$ cat config.mk
export PLATFORM = sky130hd
export DESIGN_NAME = cpu_sram_arbiter
export DESIGN_NICKNAME = d
export VERILOG_FILES = /design/src/rtl/cpu_sram_arbiter_pkg.sv /design/src/rtl/cpu_sram_arb_core.sv /design/src/rtl/cpu_sram_arbiter.sv
export SDC_FILE = /design/constraint.sdc
export NUM_CORES = 1
export LEC_CHECK = 0
export CORE_AREA = 2 2 106 108
export CTS_BUF_LIST = sky130_fd_sc_hd__clkbuf_8
export CTS_CLUSTER_SIZE = 16
export DETAILED_ROUTE_END_ITERATION = 7
export DIE_AREA = 0 0 108 110
export GPL_TIMING_DRIVEN = 0
export HOLD_SLACK_MARGIN = 0.02
export SLEW_MARGIN = 20
export SYNTH_ARGS = -nofsm -noshare
export SYNTH_HDL_FRONTEND = slang
export SYNTH_SLANG_ARGS = --single-unit
$ cat constraint.sdc
create_clock -name clk -period 2.3 [get_ports clk]
set_input_delay 0.46 -clock clk [delete_from_list [all_inputs] [get_ports clk]]
set_output_delay 0.46 -clock clk [all_outputs]
set_load 0.03 [all_outputs]
$ cat src/rtl/cpu_sram_arbiter_pkg.sv
// Shared constants and response record for the IF/EX single-port SRAM arbiter.
package cpu_sram_arbiter_pkg;

  localparam int unsigned PKG_ADDR_W = 32;
  localparam int unsigned PKG_DATA_W = 32;
  localparam int unsigned WE_W       = 4;

  localparam logic OWNER_INST = 1'b0;
  localparam logic OWNER_DATA = 1'b1;

  // One in-flight SRAM access, captured at grant time.
  typedef struct packed {
    logic valid;
    logic owner;
    logic rd;
  } resp_t;

endpackage

$ cat src/rtl/cpu_sram_arb_core.sv
// Per-cycle grant logic: data priority, bounded by a streak limit while a fetch waits.
module cpu_sram_arb_core
  import cpu_sram_arbiter_pkg::*;
#(
  parameter int unsigned MAX_DATA_STREAK = 4,
  parameter int unsigned STREAK_W        = 4
) (
  input  logic clk,
  input  logic resetn,
  input  logic inst_req,
  input  logic data_req,
  output logic gnt_inst,
  output logic gnt_data
);

  localparam logic [STREAK_W-1:0] STREAK_MAX = STREAK_W'(MAX_DATA_STREAK);

  logic [STREAK_W-1:0] streak;
  logic [STREAK_W-1:0] streak_d;

  always_comb begin
    gnt_data = 1'b0;
    gnt_inst = 1'b0;
    streak_d = streak;
    if (resetn) begin
      gnt_data = data_req && !(inst_req && streak == STREAK_MAX);
      gnt_inst = inst_req && !gnt_data;
    end
    // The streak only counts data wins that made a waiting fetch wait longer.
    if (!inst_req || gnt_inst) begin
      streak_d = '0;
    end else if (gnt_data && streak != STREAK_MAX) begin
      streak_d = streak + STREAK_W'(1);
    end
  end

  always_ff @(posedge clk or negedge resetn) begin
    if (!resetn) begin
      streak <= '0;
    end else begin
      streak <= streak_d;
    end
  end

endmodule

$ cat src/rtl/cpu_sram_arbiter.sv
// Shares one single-port SRAM between instruction fetch and data access, routing responses back.
module cpu_sram_arbiter
  import cpu_sram_arbiter_pkg::*;
#(
  parameter int unsigned ADDR_W          = PKG_ADDR_W,
  parameter int unsigned DATA_W          = PKG_DATA_W,
  parameter int unsigned MAX_DATA_STREAK = 4,
  parameter int unsigned STREAK_W        = 4
) (
  input  logic              clk,
  input  logic              resetn,
  input  logic              inst_req,
  input  logic [ADDR_W-1:0] inst_addr,
  output logic              inst_addr_ok,
  output logic              inst_data_ok,
  output logic [DATA_W-1:0] inst_rdata,
  input  logic              data_req,
  input  logic [WE_W-1:0]   data_we,
  input  logic [ADDR_W-1:0] data_addr,
  input  logic [DATA_W-1:0] data_wdata,
  output logic              data_addr_ok,
  output logic              data_data_ok,
  output logic [DATA_W-1:0] data_rdata,
  output logic              sram_en,
  output logic [WE_W-1:0]   sram_we,
  output logic [ADDR_W-1:0] sram_addr,
  output logic [DATA_W-1:0] sram_wdata,
  input  logic [DATA_W-1:0] sram_rdata
);

  logic  gnt_inst;
  logic  gnt_data;
  resp_t resp_d;
  resp_t resp_q;

  cpu_sram_arb_core #(
    .MAX_DATA_STREAK(MAX_DATA_STREAK),
    .STREAK_W       (STREAK_W)
  ) u_core (
    .clk     (clk),
    .resetn  (resetn),
    .inst_req(inst_req),
    .data_req(data_req),
    .gnt_inst(gnt_inst),
    .gnt_data(gnt_data)
  );

  assign inst_addr_ok = gnt_inst;
  assign data_addr_ok = gnt_data;

  // SRAM request mux; an idle cycle drives an all-zero request.
  always_comb begin
    sram_en    = gnt_inst | gnt_data;
    sram_we    = '0;
    sram_addr  = '0;
    sram_wdata = '0;
    if (gnt_data) begin
      sram_we    = data_we;
      sram_addr  = data_addr;
      sram_wdata = data_wdata;
    end else if (gnt_inst) begin
      sram_addr = inst_addr;
    end
  end

  always_comb begin
    resp_d.valid = sram_en;
    resp_d.owner = gnt_data ? OWNER_DATA : OWNER_INST;
    resp_d.rd    = (sram_we == '0);
  end

  always_ff @(posedge clk or negedge resetn) begin
    if (!resetn) begin
      resp_q <= '0;
    end else begin
      resp_q <= resp_d;
    end
  end

  // Read data is steered to the owner recorded one cycle earlier.
  always_comb begin
    inst_data_ok = resp_q.valid && (resp_q.owner == OWNER_INST);
    data_data_ok = resp_q.valid && (resp_q.owner == OWNER_DATA);
    inst_rdata   = inst_data_ok ? sram_rdata : '0;
    data_rdata   = (data_data_ok && resp_q.rd) ? sram_rdata : '0;
  end

endmodule
======== After elaboration in Yosys (flattened, before gate mapping) ========
Index checks and enable logic that the tools add are counted.
Widths: inputs -> output; s select.
word-level totals
  bits in read-only memories .............. 0
  logic and storage cells ................. 33
  register bits ........................... 7
  latch bits .............................. 0
  output and inout port bits .............. 137
  memories ................................ 0
  memory bits (writable) .................. 0
operators by class
  equal/unequal tests ..................... 2
  shifts and indexed selects .............. 0
  bitwise logic cells ..................... 2
  $lt $le $gt $ge ......................... 0
  div/mod/pow operators ................... 0
  muxes and demuxes ....................... 11
  $add $sub $neg .......................... 1
  multiply operators ...................... 0
  reductions and logical operators ........ 13
operator list
  operator             count
  $mux 32              5
  $mux 4               3
  $logic_and 1x1->1    7
  $add 4x1->4 const B  1
  $eq 4x3->1 const B   1
  $logic_not 4->1      1
  $ne 4x3->1 const B   1
  $logic_not 1->1      3
  $mux 1               3
  $reduce_bool 2->1    1
  $logic_or 1x1->1     1
  $not 1->1            1
  $or 1x1->1           1

======== Logic depth before layout (Yosys ltp) ========
  depth after elaboration ................. 9
  depth in mapped cells ................... 7
  gate-level depth less buffers ........... 5

======== Cells and area by module ========
A second synthesis with hierarchy kept.
unflattened totals
  cell total of the unflattened synthesis .. 190
  area, all modules ....................... 1,422.6 µm²
by module, submodules not included
  module             times used  area an instance (µm²)  cells an instance
  cpu_sram_arbiter   1           1,144.8                 159
  cpu_sram_arb_core  1           277.8                   31

======== Least setup slack after synthesis ========
Ideal clock, no wire load.
  kind .................................... reg-to-output
  start point ............................. register u_core.streak[0]
  end point ............................... output port sram_addr[22]
  data arrival time ....................... 1,624 ps
  cell stages (with the launch flop) ...... 7
  buffers on the path ..................... 1
  slack ................................... 216 ps
  cells stage by stage .................... dfrtp_1 > inv_1 > ha_1 > nand3b_4 > a21oi_2 > buf_2 > a22o_1
between the ends
  cells in the longest elaborated chain, start to end .. 9
  elaborated cells between the ends (all ways) .. 10
  those cells by class .................... eq/ne (1); mux (4); reduce/logical (5)
RTL lines
  element                 line                     RTL
  start, declared         cpu_sram_arb_core.sv:18  logic [STREAK_W-1:0] streak;
  start signal, assigned  cpu_sram_arb_core.sv:41  streak <= streak_d;
  $eq 4x3->1              cpu_sram_arb_core.sv:26  gnt_data = data_req && !(inst_req && streak == STREAK_MAX);
  $logic_and 1x1->1       cpu_sram_arb_core.sv:26
  $logic_not 1->1         cpu_sram_arb_core.sv:26
  $logic_and 1x1->1       cpu_sram_arb_core.sv:26
  $logic_not 1->1         cpu_sram_arb_core.sv:27  gnt_inst = inst_req && !gnt_data;
  $logic_and 1x1->1       cpu_sram_arb_core.sv:27
  $mux 1                  cpu_sram_arb_core.sv:25  if (resetn) begin
  via inst_addr_ok        cpu_sram_arbiter.sv:14   output logic inst_addr_ok,
  $mux 32                 cpu_sram_arbiter.sv:61   end else if (gnt_inst) begin
  $mux 32                 cpu_sram_arbiter.sv:57   if (gnt_data) begin
  end, declared           cpu_sram_arbiter.sv:26   output logic [ADDR_W-1:0] sram_addr,
The timed path passes the listed nets, and every way through them passes these cells.

======== Worst setup path in the final report ========
  start point ............................. register u_core.streak[0]
  end point ............................... output port sram_addr[24]
between the ends
  cells in the longest elaborated chain, start to end .. 9
  elaborated cells between the ends (all ways) .. 10
  those cells by class .................... eq/ne (1); mux (4); reduce/logical (5)
RTL lines
  element              line
  $eq 4x3->1 *         cpu_sram_arb_core.sv:26
  $logic_and 1x1->1 *  cpu_sram_arb_core.sv:26
  $logic_not 1->1 *    cpu_sram_arb_core.sv:26
  $logic_and 1x1->1 *  cpu_sram_arb_core.sv:26
  $logic_not 1->1      cpu_sram_arb_core.sv:27
  $logic_and 1x1->1    cpu_sram_arb_core.sv:27
  $mux 1               cpu_sram_arb_core.sv:25
  $mux 32              cpu_sram_arbiter.sv:61
  $mux 32 *            cpu_sram_arbiter.sv:57
Every way passes the cells marked *; elsewhere a longest branch is shown, timed or not.

==> results.json <==
{
  "cts_tree": "done",
  "clock_latency_ns": 0.22,
  "start_util": 0.1295,
  "vdd_drop_max_uv": 95.89,
  "cts_buffers": 3,
  "drive_gt1_frac": 0.2281,
  "root_buffer": "clkbuf_8",
  "ys_seq_area_frac": 0.1265,
  "fin_nets": 608,
  "multiInputGateArea_mm2": 0.001115,
  "postPlaceCellArea_mm2": 0.004283,
  "setup_tns_ns": -0.002414,
  "yosys-top-cells-count": "101 x and2_1, 32 x a22o_1, 7 x dfrtp_1",
  "core_mm2": 0.01070,
  "yosysMostFrequentCell": "and2_1",
  "fin_crit_ns": 2.302,
  "die_area_mm2": 0.01188,
  "hold_class": "in -> async",
  "max_cap_viol_count": 0,
  "p_int_w": 0.0006671,
  "fin_area_mm2": 0.004309,
  "cp_max_fo": 10,
  "hold_slack_ns": 0.1959,
  "critPathArrivalTime_ns": 1.84,
  "synth_area_leader_cell": "and2_1",
  "dr.pass1.iters": 4,
  "finalCritPeriodShare": 1.001,
  "postRouteAntennaNets": 0,
  "clockPowerShare": 0.150,
  "failed_checks": "setup timing",
  "ys.flop_type": "dfrtp_1",
  "regArea_um2": 175.2,
  "cts_hold_buf": 0,
  "hold_viol": 0,
  "wirelength_um": 9591,
  "clock-sinks": 7,
  "finalClockSkew_ns": 0.002034,
  "top_layer": "met4",
  "seqPwrFrac": 0.120,
  "area_growth_syn_to_layout_pct": 211.1,
  "port_buffers": 272,
  "die_x_um": 108,
  "syn_inst": 184,
  "dr_wl_met2_um": 5087,
  "finalSetupViolCount": 2,
  "num_vias": 2474,
  "async_flop_share": 1.000,
  "drv_slew": 0,
  "clockBufferDepth": 2,
  "fin_ws_ns": -0.002319,
  "ys_warn_count": 0,
  "antenna_cells": 0,
  "worstPathRequired_ns": 1.84,
  "ys_types": 24,
  "viasPerCell": 4.062,
  "ys_ff_latch": 7,
  "drc_errors": 0,
  "start_kind": "flip-flop",
  "grt_pass1_wl_um": 12890,
  "wl_per_cell_um": 15.75,
  "syn_area_mm2": 0.001385,
  "powerDensity_mw_per_mm2": 257.2,
  "slew-limit-headroom": 0.7218,
  "htree_levels": 1,
  "path_class": "reg -> out",
  "clkTransAtPathRegs_ns": 0.04,
  "wl_met3_um": 1042,
  "grt_overflow": 0,
  "die_h_um": 110,
  "synth_top_area_frac": 0.4562,
  "p_comb_frac": 0.730,
  "gp_congestion": 0.8455,
  "status": "finished with violations",
  "drt_iter0_drc": 74,
  "fill_cells": 1160,
  "power_switching_w": 0.0004412,
  "p_leak_nw": 2.181,
  "grt_pass1_vias": 2357,
  "gr-usage-all-layers": 0.1396,
  "avgSynthCellArea_um2": 7.528,
  "ios": 273,
  "synth.area.top_cells": "and2_1 46%, a22o_1 20%, dfrtp_1 13%",
  "fmax_mhz": 434.3,
  "dpl.hpwl_um": 8549,
  "synth.net_count": 322,
  "grt_antenna_before_repair": 0,
  "met1_length_um": 3272,
  "crit_path_end_kind": "primary output",
  "synth_enable_flop_cells": 0,
  "worstMarginPinSlew_ns": 0.4119,
  "row_count": 38,
  "rsz0062_at_grt": "true",
  "grt_max_degree": 13,
  "swShare": 0.3981
}
-- layer usage --
metal / track usage / up-vias
li1: - / 1194
met2: 0.2772 / 176
met4: 0.03663 / 0
met3: 0.03704 / 8
met5: 0 / -
met1: 0.1439 / 1096
-- cell families after synthesis --
logic type      share of synthesized area
buf+inv                           0.08672
compound gates                     0.2493
flops                              0.1265
simple gates                       0.5194
fa+ha+maj                         0.01806
-- cells in the final DEF (no fill, tap or decap), drive strengths merged --
cell type and count:
clkdlybuf4s15 2, a21oi 2, inv 5, and3 3, clkbuf 10, nand3 3, nand3b 2, buf 88
o21a 1, clkdlybuf4s50 139, a22o 32, and2 101, o211a 1, a31oi 1, dlygate4sd2 62, nor2b 2
nand2 1, nor4bb 1, o41ai 1, o21ai 2, a211o 1, ha 2, dfrtp 7
-- final cells by class --
type	instances	area share
plain buffers	17	0.03078
flip-flops and latches	7	0.04065
well taps	140	0.04065
clock inverters	1	0.0008711
repair buffers	281	0.6153
multi-input cells	156	0.2587
clock buffers	3	0.009582
inverters	4	0.003484
-- metrics by stage --
stage | instances | utilization | setup WS [ns] | power, W
after floorplan | 184 | - | 0.2157 | 0.0004789
after global placement | 596 | 0.4004 | -1.088 | 0.0009527
after detailed placement | 596 | 0.4004 | -1.124 | 0.0009571
after CTS | 604 | 0.3778 | 0.0003157 | 0.001066
after global routing | 609 | 0.4028 | -0.05432 | 0.001165
final | 609 | 0.4028 | -0.002319 | 0.001108
-- critical path: stages, from the launching register on --
cell and delay (ns):
dfrtp_1 0.40, inv_2 0.10, ha_4 0.14, nand3b_4 0.10
o211a_1 0.24, buf_6 0.14, buf_6 0.14, a22o_1 0.21
buf_6 0.15
-- repair_timing --
item                                    in CTS  in global routing
gates resized for setup                    446                122
buffers inserted                             4                  5
endpoints found under the setup margin     132                 70
pin swaps                                    2                  1
-- power by group through the flow --
| stage | clock network (W) | registers [W] | logic (W) |
|---|---|---|---|
| 2_1_floorplan | 0 | 0.000133 | 0.000345 |
| 3_3_place_gp | 0 | 0.000134 | 0.000818 |
| 3_5_place_dp | 0 | 0.000134 | 0.000823 |
| 4_1_cts | 0.000170 | 0.000133 | 0.000763 |
| 5_1_grt | 0.000176 | 0.000134 | 0.000855 |
| 6_report | 0.000166 | 0.000133 | 0.000809 |
-- sequential cells by signal, indices dropped and copies added, names as in the netlist --
register       cells
u_core.streak      4
resp_q             3
-- path summary, 6_finish.rpt --
check / slack (ns) / cells after the start / endpoint / startpoint
worst max-delay path: -0.002 / 8 / sram_addr[24] / u_core.streak[0]
worst min-delay path: 0.20 / 1 / u_core.streak[3] / resetn
worst min register to register: 0.54 / 1 / u_core.streak[3] / u_core.streak[3]
worst max register to register: 0.80 / 7 / resp_q[0] / u_core.streak[0]
min in group clk: 0.54 / 1 / u_core.streak[3] / u_core.streak[3]
max in group asynchronous: 1.89 / 1 / resp_q[0] / resetn
Note: power is estimated with default switching activity, not from simulation.
